==> config.mk <==
export PLATFORM = sky130hd
export DESIGN_NAME = mul_error_evaluator_flat
export DESIGN_NICKNAME = d
export VERILOG_FILES = /design/src/rtl/mul_error_evaluator_if.sv /design/src/rtl/mul_error_evaluator.sv /design/src/flat_wrapper.sv
export SDC_FILE = /design/constraint.sdc
export NUM_CORES = 1
export LEC_CHECK = 0
export BUFFER_PORTS_ARGS = -buffer_cell sky130_fd_sc_hd__buf_2
export CORE_MARGIN = 1.5
export CORE_UTILIZATION = 45
export DETAILED_ROUTE_END_ITERATION = 16
export PLACE_DENSITY = 0.66
export SKIP_CTS_REPAIR_TIMING = 1
export SYNTH_ARGS = -nofsm -noshare
export SYNTH_HDL_FRONTEND = slang
export SYNTH_SLANG_ARGS = --single-unit
==> constraint.sdc <==
create_clock -name clk -period 6.4 [get_ports clk]
set_input_delay 0.96 -clock clk [delete_from_list [all_inputs] [get_ports clk]]
set_output_delay 0.96 -clock clk [all_outputs]
set_load 0.005 [all_outputs]
==> src/rtl/mul_error_evaluator_if.sv <==
`default_nettype none
// ============================================================================
// Module      : mul_error_evaluator_if
// Description : Bundles the run control, the operand/product link to the
//               multiplier under test, and the result bus of the
//               approximate-multiplier error evaluator.
// Revision    : 1.0 - initial release
// ----------------------------------------------------------------------------
// Signals:
//   start        run request (into evaluator)
//   a_op, b_op   4-bit operands driven to the multiplier under test
//   approx_in    8-bit product returned by the multiplier under test
//   busy, done   sweep status
//   err_count    pairs with approx != exact
//   sum_err_dist sum of |approx - exact|
//   max_err_dist largest |approx - exact|
//   sum_rel_err  sum of Q8.8 relative errors (exact != 0 only)
// Modports:
//   master : evaluator side
//   slave  : environment side (run controller + multiplier under test)
// ============================================================================
interface mul_error_evaluator_if;
   logic        start;
   logic [3:0]  a_op;
   logic [3:0]  b_op;
   logic [7:0]  approx_in;
   logic        busy;
   logic        done;
   logic [8:0]  err_count;
   logic [15:0] sum_err_dist;
   logic [7:0]  max_err_dist;
   logic [23:0] sum_rel_err;

   modport master (
      input  start, approx_in,
      output a_op, b_op, busy, done,
             err_count, sum_err_dist, max_err_dist, sum_rel_err
   );

   modport slave (
      output start, approx_in,
      input  a_op, b_op, busy, done,
             err_count, sum_err_dist, max_err_dist, sum_rel_err
   );
endinterface
`default_nettype wire

==> src/rtl/mul_error_evaluator.sv <==
`default_nettype none
// ============================================================================
// Module      : mul_error_evaluator
// Description : Sweeps all 256 operand pairs of a 4x4 combinational
//               multiplier under test, compares each returned product with
//               the exact product and accumulates error statistics. The
//               relative error (d<<8)/exact is formed by a 16-cycle
//               restoring divider.
// Revision    : 1.0 - initial release
// ----------------------------------------------------------------------------
// Ports:
//   clk    in   rising-edge system clock
//   rst_n  in   asynchronous active-low reset
//   bus    master modport of mul_error_evaluator_if (start, operands,
//               returned product, status and result counters)
// ============================================================================
module mul_error_evaluator (
   input  wire logic             clk,
   input  wire logic             rst_n,
   mul_error_evaluator_if.master bus
);

   typedef enum logic [2:0] {
      S_IDLE    = 3'd0,
      S_DRIVE   = 3'd1,
      S_CAPTURE = 3'd2,
      S_DIVIDE  = 3'd3,
      S_ACCUM   = 3'd4,
      S_DONE    = 3'd5
   } state_t;

   localparam logic [7:0] C_LAST_IDX  = 8'hFF;
   localparam logic [3:0] C_LAST_STEP = 4'd15;

   state_t      state_q;
   logic [7:0]  idx_q;
   logic [3:0]  a_op_q;
   logic [3:0]  b_op_q;
   logic [7:0]  exact_q;
   logic [7:0]  dist_q;
   logic [7:0]  rem_q;
   // Holds the dividend {d, 8'h00}; its MSB is shifted into the remainder each
   // step while quotient bits enter at the LSB, so after 16 steps it is rel.
   logic [15:0] quot_q;
   logic [3:0]  div_cnt_q;
   logic        busy_q;
   logic        done_q;
   logic [8:0]  err_count_q;
   logic [15:0] sum_err_q;
   logic [7:0]  max_err_q;
   logic [23:0] sum_rel_q;

   logic [7:0]  dist_d;
   logic [8:0]  rem_sh_d;
   logic        q_bit_d;
   logic [7:0]  rem_d;

   always_comb begin
      dist_d   = (bus.approx_in >= exact_q) ? (bus.approx_in - exact_q)
                                            : (exact_q - bus.approx_in);
      rem_sh_d = {rem_q, quot_q[15]};
      q_bit_d  = (rem_sh_d >= {1'b0, exact_q});
      // The remainder is always below the divisor, so an 8-bit subtract is
      // exact whenever the quotient bit is set.
      rem_d    = q_bit_d ? (rem_sh_d[7:0] - exact_q) : rem_sh_d[7:0];
   end

   always_ff @(posedge clk or negedge rst_n) begin
      if (!rst_n) begin
         state_q     <= S_IDLE;
         idx_q       <= 8'h00;
         a_op_q      <= 4'h0;
         b_op_q      <= 4'h0;
         exact_q     <= 8'h00;
         dist_q      <= 8'h00;
         rem_q       <= 8'h00;
         quot_q      <= 16'h0000;
         div_cnt_q   <= 4'h0;
         busy_q      <= 1'b0;
         done_q      <= 1'b0;
         err_count_q <= 9'h000;
         sum_err_q   <= 16'h0000;
         max_err_q   <= 8'h00;
         sum_rel_q   <= 24'h000000;
      end else begin
         case (state_q)
            S_IDLE, S_DONE: begin
               if (bus.start) begin
                  idx_q       <= 8'h00;
                  err_count_q <= 9'h000;
                  sum_err_q   <= 16'h0000;
                  max_err_q   <= 8'h00;
                  sum_rel_q   <= 24'h000000;
                  busy_q      <= 1'b1;
                  done_q      <= 1'b0;
                  state_q     <= S_DRIVE;
               end
            end

            S_DRIVE: begin
               a_op_q  <= idx_q[7:4];
               b_op_q  <= idx_q[3:0];
               exact_q <= {4'h0, idx_q[7:4]} * {4'h0, idx_q[3:0]};
               state_q <= S_CAPTURE;
            end

            S_CAPTURE: begin
               dist_q    <= dist_d;
               rem_q     <= 8'h00;
               div_cnt_q <= 4'h0;
               if (exact_q != 8'h00) begin
                  quot_q  <= {dist_d, 8'h00};
                  state_q <= S_DIVIDE;
               end else begin
                  quot_q  <= 16'h0000;
                  state_q <= S_ACCUM;
               end
            end

            S_DIVIDE: begin
               rem_q     <= rem_d;
               quot_q    <= {quot_q[14:0], q_bit_d};
               div_cnt_q <= div_cnt_q + 4'd1;
               if (div_cnt_q == C_LAST_STEP) begin
                  state_q <= S_ACCUM;
               end
            end

            S_ACCUM: begin
               sum_err_q   <= sum_err_q + {8'h00, dist_q};
               err_count_q <= err_count_q + {8'h00, (dist_q != 8'h00)};
               if (dist_q > max_err_q) begin
                  max_err_q <= dist_q;
               end
               if (exact_q != 8'h00) begin
                  sum_rel_q <= sum_rel_q + {8'h00, quot_q};
               end
               if (idx_q == C_LAST_IDX) begin
                  busy_q  <= 1'b0;
                  done_q  <= 1'b1;
                  state_q <= S_DONE;
               end else begin
                  idx_q   <= idx_q + 8'd1;
                  state_q <= S_DRIVE;
               end
            end

            default: begin
               busy_q  <= 1'b0;
               done_q  <= 1'b0;
               state_q <= S_IDLE;
            end
         endcase
      end
   end

   assign bus.a_op         = a_op_q;
   assign bus.b_op         = b_op_q;
   assign bus.busy         = busy_q;
   assign bus.done         = done_q;
   assign bus.err_count    = err_count_q;
   assign bus.sum_err_dist = sum_err_q;
   assign bus.max_err_dist = max_err_q;
   assign bus.sum_rel_err  = sum_rel_q;

endmodule
`default_nettype wire

==> src/flat_wrapper.sv <==
// flat-port wrapper written by rule: the top's interface ports become plain ports
module mul_error_evaluator_flat 
  (clk, rst_n, bus_start, bus_approx_in, bus_a_op, bus_b_op, bus_busy, bus_done, bus_err_count, bus_sum_err_dist, bus_max_err_dist, bus_sum_rel_err);
  mul_error_evaluator_if bus_i ();
  input  wire logic clk;
  input  wire logic rst_n;
  input wire logic [$bits(bus_i.start)-1:0] bus_start;
  input wire logic [$bits(bus_i.approx_in)-1:0] bus_approx_in;
  output wire logic [$bits(bus_i.a_op)-1:0] bus_a_op;
  output wire logic [$bits(bus_i.b_op)-1:0] bus_b_op;
  output wire logic [$bits(bus_i.busy)-1:0] bus_busy;
  output wire logic [$bits(bus_i.done)-1:0] bus_done;
  output wire logic [$bits(bus_i.err_count)-1:0] bus_err_count;
  output wire logic [$bits(bus_i.sum_err_dist)-1:0] bus_sum_err_dist;
  output wire logic [$bits(bus_i.max_err_dist)-1:0] bus_max_err_dist;
  output wire logic [$bits(bus_i.sum_rel_err)-1:0] bus_sum_rel_err;
  assign bus_i.start = bus_start;
  assign bus_i.approx_in = bus_approx_in;
  assign bus_a_op = bus_i.a_op;
  assign bus_b_op = bus_i.b_op;
  assign bus_busy = bus_i.busy;
  assign bus_done = bus_i.done;
  assign bus_err_count = bus_i.err_count;
  assign bus_sum_err_dist = bus_i.sum_err_dist;
  assign bus_max_err_dist = bus_i.max_err_dist;
  assign bus_sum_rel_err = bus_i.sum_rel_err;
  mul_error_evaluator u_core (.clk(clk), .rst_n(rst_n), .bus(bus_i));
endmodule
Word-level counts from Yosys, hierarchy flattened. Index checks and enable logic that the tools add are counted.

Bits in registers: 122.

Add/subtract/negate cells: 8. $mul: 1. $lt $le $gt $ge: 3. Equal/unequal tests: 13. Muxes and demuxes: 29. Bitwise logic cells: 1. Reduce and logical (&&, ||, !) cells: 13.

Operators by type and width (count): 16-bit case mux with 2 select lines (2); 24-bit 2-to-1 mux (2); 24-bit case mux with 2 select lines (1); 8-bit case mux with 2 select lines (3); 8-bit 2-to-1 mux (5); 16-bit 2-to-1 mux (2); 24-bit by 16-bit adder with 24-bit output (1); 8-bit subtractor (3); 9-bit case mux with 2 select lines (1); 16-bit by 8-bit adder with 16-bit output (1); 8-bit nonzero test (2); 3-bit case mux with 5 select lines (1); 3-bit 2-to-1 mux (4); 3-bit AND reduction (4); 9-bit by 1-bit adder with 9-bit output (1); 9-bit by 8-bit greater-or-equal comparator with 1-bit output (1); 9-bit 2-to-1 mux (1); 8-bit by 1-bit adder with 8-bit output (second input constant) (1); 8-bit == test (second input constant) (1); 8-bit greater-or-equal comparator (1); 8-bit > comparator (1); 4-bit by 4-bit multiplier with 8-bit output (1); 2-bit by 1-bit != test with 1-bit output (second input constant) (4); 4-bit case mux with 2 select lines (1); other kinds (14) (23).

Longest topological paths before layout.
Word-level depth: 4. Mapped depth: 13. Gate-level depth less buffers: 12.

Worst setup path after synthesis. OpenSTA, ideal clock, no wires.

Path kind: reg2reg. Start point: register u_core.idx_q[2]. End point: register u_core.exact_q[7]. Setup time: 133 ps. Arrival: 2839 ps. Required time: 6267 ps. Setup slack: 3428 ps. Cell stages (with the launch flop): 13. Path buffers: 1. Cell sequence: dfrtp_1 clkbuf_1 nand2_1 fa_1 fa_1 inv_1 ha_1 a21o_1 a21oi_1 o21bai_1 a21oi_1 xor2_1 o21ai_0.

Word-level cells in the longest chain between the ends: 1.

Ends and longest elaborated chain: start: declaration (RTL line mul_error_evaluator.sv:36) `logic [7:0] idx_q;`; start signal: assignment (RTL line mul_error_evaluator.sv:143) `idx_q <= idx_q + 8'd1;`; 4-bit by 4-bit multiplier with 8-bit output (RTL line mul_error_evaluator.sv:103) `exact_q <= {4'h0, idx_q[7:4]} * {4'h0, idx_q[3:0]};`; end signal: assignment (RTL line mul_error_evaluator.sv:103); end: declaration (RTL line mul_error_evaluator.sv:39) `logic [7:0] exact_q;`.

Every way passes these cells. A chain may end at the register's enable or synchronous reset.

Worst setup path in the final report.
Start point: register u_core.state_q[0]. End point: register u_core.sum_rel_q[14], in the netlist u_core.bus.sum_rel_err[14].

Word-level cells in the longest chain between the ends: 4.

Ends and longest elaborated chain: start: declaration (RTL line mul_error_evaluator.sv:35) `state_t state_q;`; start signal: assignment (RTL line mul_error_evaluator.sv:70) `state_q <= S_IDLE;`; start signal: assignment (RTL line mul_error_evaluator.sv:96) `state_q <= S_DRIVE;`; start signal: assignment (RTL line mul_error_evaluator.sv:104) `state_q <= S_CAPTURE;`; 3-bit == test or 3-bit zero test (tied branches) (RTL line mul_error_evaluator.sv:86) `case (state_q)`; 2-bit OR reduction (RTL line mul_error_evaluator.sv:86); 2-bit != test (no source line) or 2-bit nonzero test (tied branches); 3-bit AND reduction (no source line); end signal: assignment (RTL line mul_error_evaluator.sv:136) `sum_rel_q <= sum_rel_q + {8'h00, quot_q};`; end: declaration (RTL line mul_error_evaluator.sv:51) `logic [23:0] sum_rel_q;`.

Parallel ways exist; a longest one is shown, timed or not.

==> impl_metrics.tcl <==
set metrics [dict create \
    min_period_over_period 0.538 \
    synth_common_cells "dfrtp_1 (122), nand2_1 (122), o21ai_0 (74)" \
    drt_iter0_markers 394 \
    grt_setup_unrepaired "no" \
    fp.dieH_um 136 \
    syn-instance-count 866 \
    synth_top_area_cell "dfrtp_1" \
    ioPinCount 78 \
    whs_path_depth 2 \
    fin_area_mm2 0.00912 \
    clkLatencyLatePin_ns 0.42 \
    synth_top_family_by_area "compound AO/OA/AOI/OAI gates" \
    initial_core_util 0.460 \
    cp.required_ns 6.75 \
    final_layout_size_suffix_gt1_frac 0.145 \
    cts_buffers 17 \
    dp.cells 1142 \
    post_synth.cell_area_avg_um2 9.19 \
    end_kind "flip-flop" \
    hold_end "u_core.bus.b_op[3]" \
    layoutNonFillerInstCount 1174 \
    setup_slack_ns 2.96 \
    place_area_mm2 0.00854 \
    cap_violations 0 \
    synth_xor_area_frac 0.0462 \
    die_x_um 136 \
    synth_cell_types 75 \
    rows 48 \
    cts_max_level 4 \
    n_fill_cell 1605 \
    yosys.area.top_type_share 0.384 \
    track_usage 0.219 \
    core-area_mm2 0.0173 \
    antenna_found_initial 0 \
    grt_pass1_vias 6224 \
    power_density_mw_per_mm2 379 \
    hold_path.class "flip-flop to flip-flop" \
    num_antenna_cells 0 \
    synthSimpleGateAreaFrac 0.166 \
    io_buffers 77 \
    synthesis.area_mm2 0.00796 \
    place_hpwl_um 13800 \
    cp_max_fo 32 \
    vias_per_cell 5.52 \
    dr.pass1.iters 5 \
    syn-num-nets 957 \
    combPwrFrac 0.381 \
    hold_viol_final 0 \
    grt_max_degree 73 \
    p_leak_nw 4.48 \
    vias 6476 \
    worst-r2r-cell-count 6 \
    synth.area.mux_share 0.0164 \
    yosysSeqAreaShare 0.384 \
    gp_congestion 0.857 \
    nNetsFinal 1027 \
    avgRoutedWirePerCell_um 16.2 \
    drc 0 \
    finalSetupViolCount 0 \
    worst_ep_arrival_time_ns 3.79 \
    period_minus_slack_ns 3.44 \
    path_clk_slew_ns 0.06 \
    finClkSkew_ns 0.00762 \
    peakVddDrop_mv 0.227 \
    postRouteAntennaNets 0 \
    p_switching_mw 1.41 \
    routed_wl_um 19000 \
    clockPowerShare 0.270 \
    p_int_mw 2.04 \
    cts_root_buf "clkbuf_16" \
    worstMarginPinSlew_ns 1.09 \
    synth_seq_cells 122 \
    outcome "finished clean" \
    maxSlewHeadroom 0.268 \
    grt_pass1_wl_um 31700 \
    dieArea_mm2 0.0185 \
    cts.path.max_buffers 2 \
    layout-area-overhead-vs-synth_pct 14.6 \
    yosys_most_used_dff "dfrtp_1" \
    fin_tns_setup_ns 0 \
    cts_tree "yes" \
    synth_fa_ha_area_frac 0.137 \
    yosysWarnings 0 \
    post-place-ws_ns 2.73 \
    max_clock_freq_mhz 291 \
    synth_compound_area_frac 0.210 \
    final-max-slew-violation-count 0 \
    synth_edf_count 0 \
    critPathKind "flip-flop to flip-flop" \
    grt_overflow 0 \
    seq_power_share 0.349 \
    reg2reg_from "u_core.state_q[0]" \
    startpoint_type "flip-flop" \
    switching_share 0.409 \
    synth_area_leaders "dfrtp_1 (38%), ha_1 (11%), nand2_1 (5.8%)" \
    timing.rr.end "u_core.bus.sum_rel_err[14]" \
    worstHoldStart "u_core.bus.b_op[3]" \
    reg2reg_setup_slack_ns 2.96 \
    synth_async_sr_flop_share 1.00 \
    cts_sinks 122 \
]
==> cell type report <==
type                    instances  area [µm²]  area share
multi-input cells             661        4590       0.503
clock buffers                  21         480      0.0527
clock inverters                11        93.8      0.0103
repair buffers                 83         433      0.0475
well taps                     225         282      0.0309
inverters                      51         191      0.0210
flip-flops and latches        122        3050       0.335
==> state kept, by name (all words and copies together), names as in the netlist, 8 cells and up <==
register,cells
u_core.bus.err_count,9
u_core.bus.sum_rel_err,24
u_core.quot_q,16
u_core.idx_q,8
u_core.rem_q,8
u_core.dist_q,8
u_core.bus.max_err_dist,8
u_core.bus.sum_err_dist,16
u_core.exact_q,8
==> power by group through the flow <==
| stage | sequential, mW | combinational [mW] | clock (mW) |
|---|---|---|---|
| CTS | 1.20 | 1.32 | 0.951 |
| floorplan | 1.10 | 1.03 | 0 |
| global placement | 1.21 | 1.30 | 0 |
| finish | 1.21 | 1.32 | 0.933 |
| global route | 1.23 | 1.49 | 0.985 |
| detailed placement | 1.21 | 1.31 | 0 |
==> per-stage QoR <==
step | power [mW] | hold slack, ns | utilization
2_1_floorplan | 2.13 | 0.465 | -
3_3_place_gp | 2.51 | 0.459 | 0.494
3_5_place_dp | 2.53 | 0.458 | 0.494
4_1_cts | 3.47 | 0.482 | 0.527
5_1_grt | 3.71 | 0.494 | 0.527
6_report | 3.46 | 0.477 | 0.527
==> worst max-delay path, stage by stage (launching register included) <==
cell and delay (ns):
dfrtp_1 1.02, inv_2 0.24, maj3_1 0.42, nand2_1 0.69, nor2_2 0.10, nor2_1 0.62
a32o_1 0.28
==> worst max path at each step <==
stage / slack, ns / from / to / cells after the start
2_1_floorplan: 3.43 / u_core.idx_q[2] / u_core.exact_q[7] / 12
3_3_place_gp: 2.86 / bus_approx_in[0] / u_core.quot_q[9] / 13
3_5_place_dp: 2.73 / bus_approx_in[0] / u_core.quot_q[9] / 13
4_1_cts: 2.96 / u_core.state_q[0] / u_core.bus.sum_rel_err[14] / 5
5_1_grt: 2.66 / u_core.state_q[0] / u_core.bus.sum_rel_err[14] / 6
6_report: 2.96 / u_core.state_q[0] / u_core.bus.sum_rel_err[14] / 6
==> logic make-up (layout without fill, tap and decap cells) <==
group / after synthesis / in the layout
adders and majority gates: 82 / 82
buffers and inverters: 83 / 166
xor gates and xnor gates: 42 / 42
AOI/OAI and AO/OA: 241 / 241
DFF: 122 / 122
muxes: 13 / 13
and+or+nand+nor: 283 / 283
==> placed cells by master (no fill, tap or decap), types with 6 or more instances in the layout <==
cell	n
a22o_1	17
buf_2	76
o31ai_1	6
nand2_1	122
o211ai_1	6
clkbuf_16	17
ha_1	71
nor2_1	50
nand4_1	13
nand3_1	30
buf_4	7
and3_1	12
o21ai_0	74
and2_1	15
a21oi_1	56
mux2i_1	13
a21o_1	16
xor2_1	23
dfrtp_1	122
fa_1	9
nor3_1	8
a32o_1	10
xnor2_1	19
o21a_1	7
inv_1	49
==> layer usage <==
metal,share of wire,global-route usage,vias to the layer above,wire (µm)
met5,0,0,-,0
met4,0.022,0.0827,0,417
met3,0.035,0.0343,25,672
met2,0.45,0.335,121,8520
met1,0.49,0.312,3092,9410
li1,-,-,3238,-
Note: power is estimated with default switching activity, not from simulation.
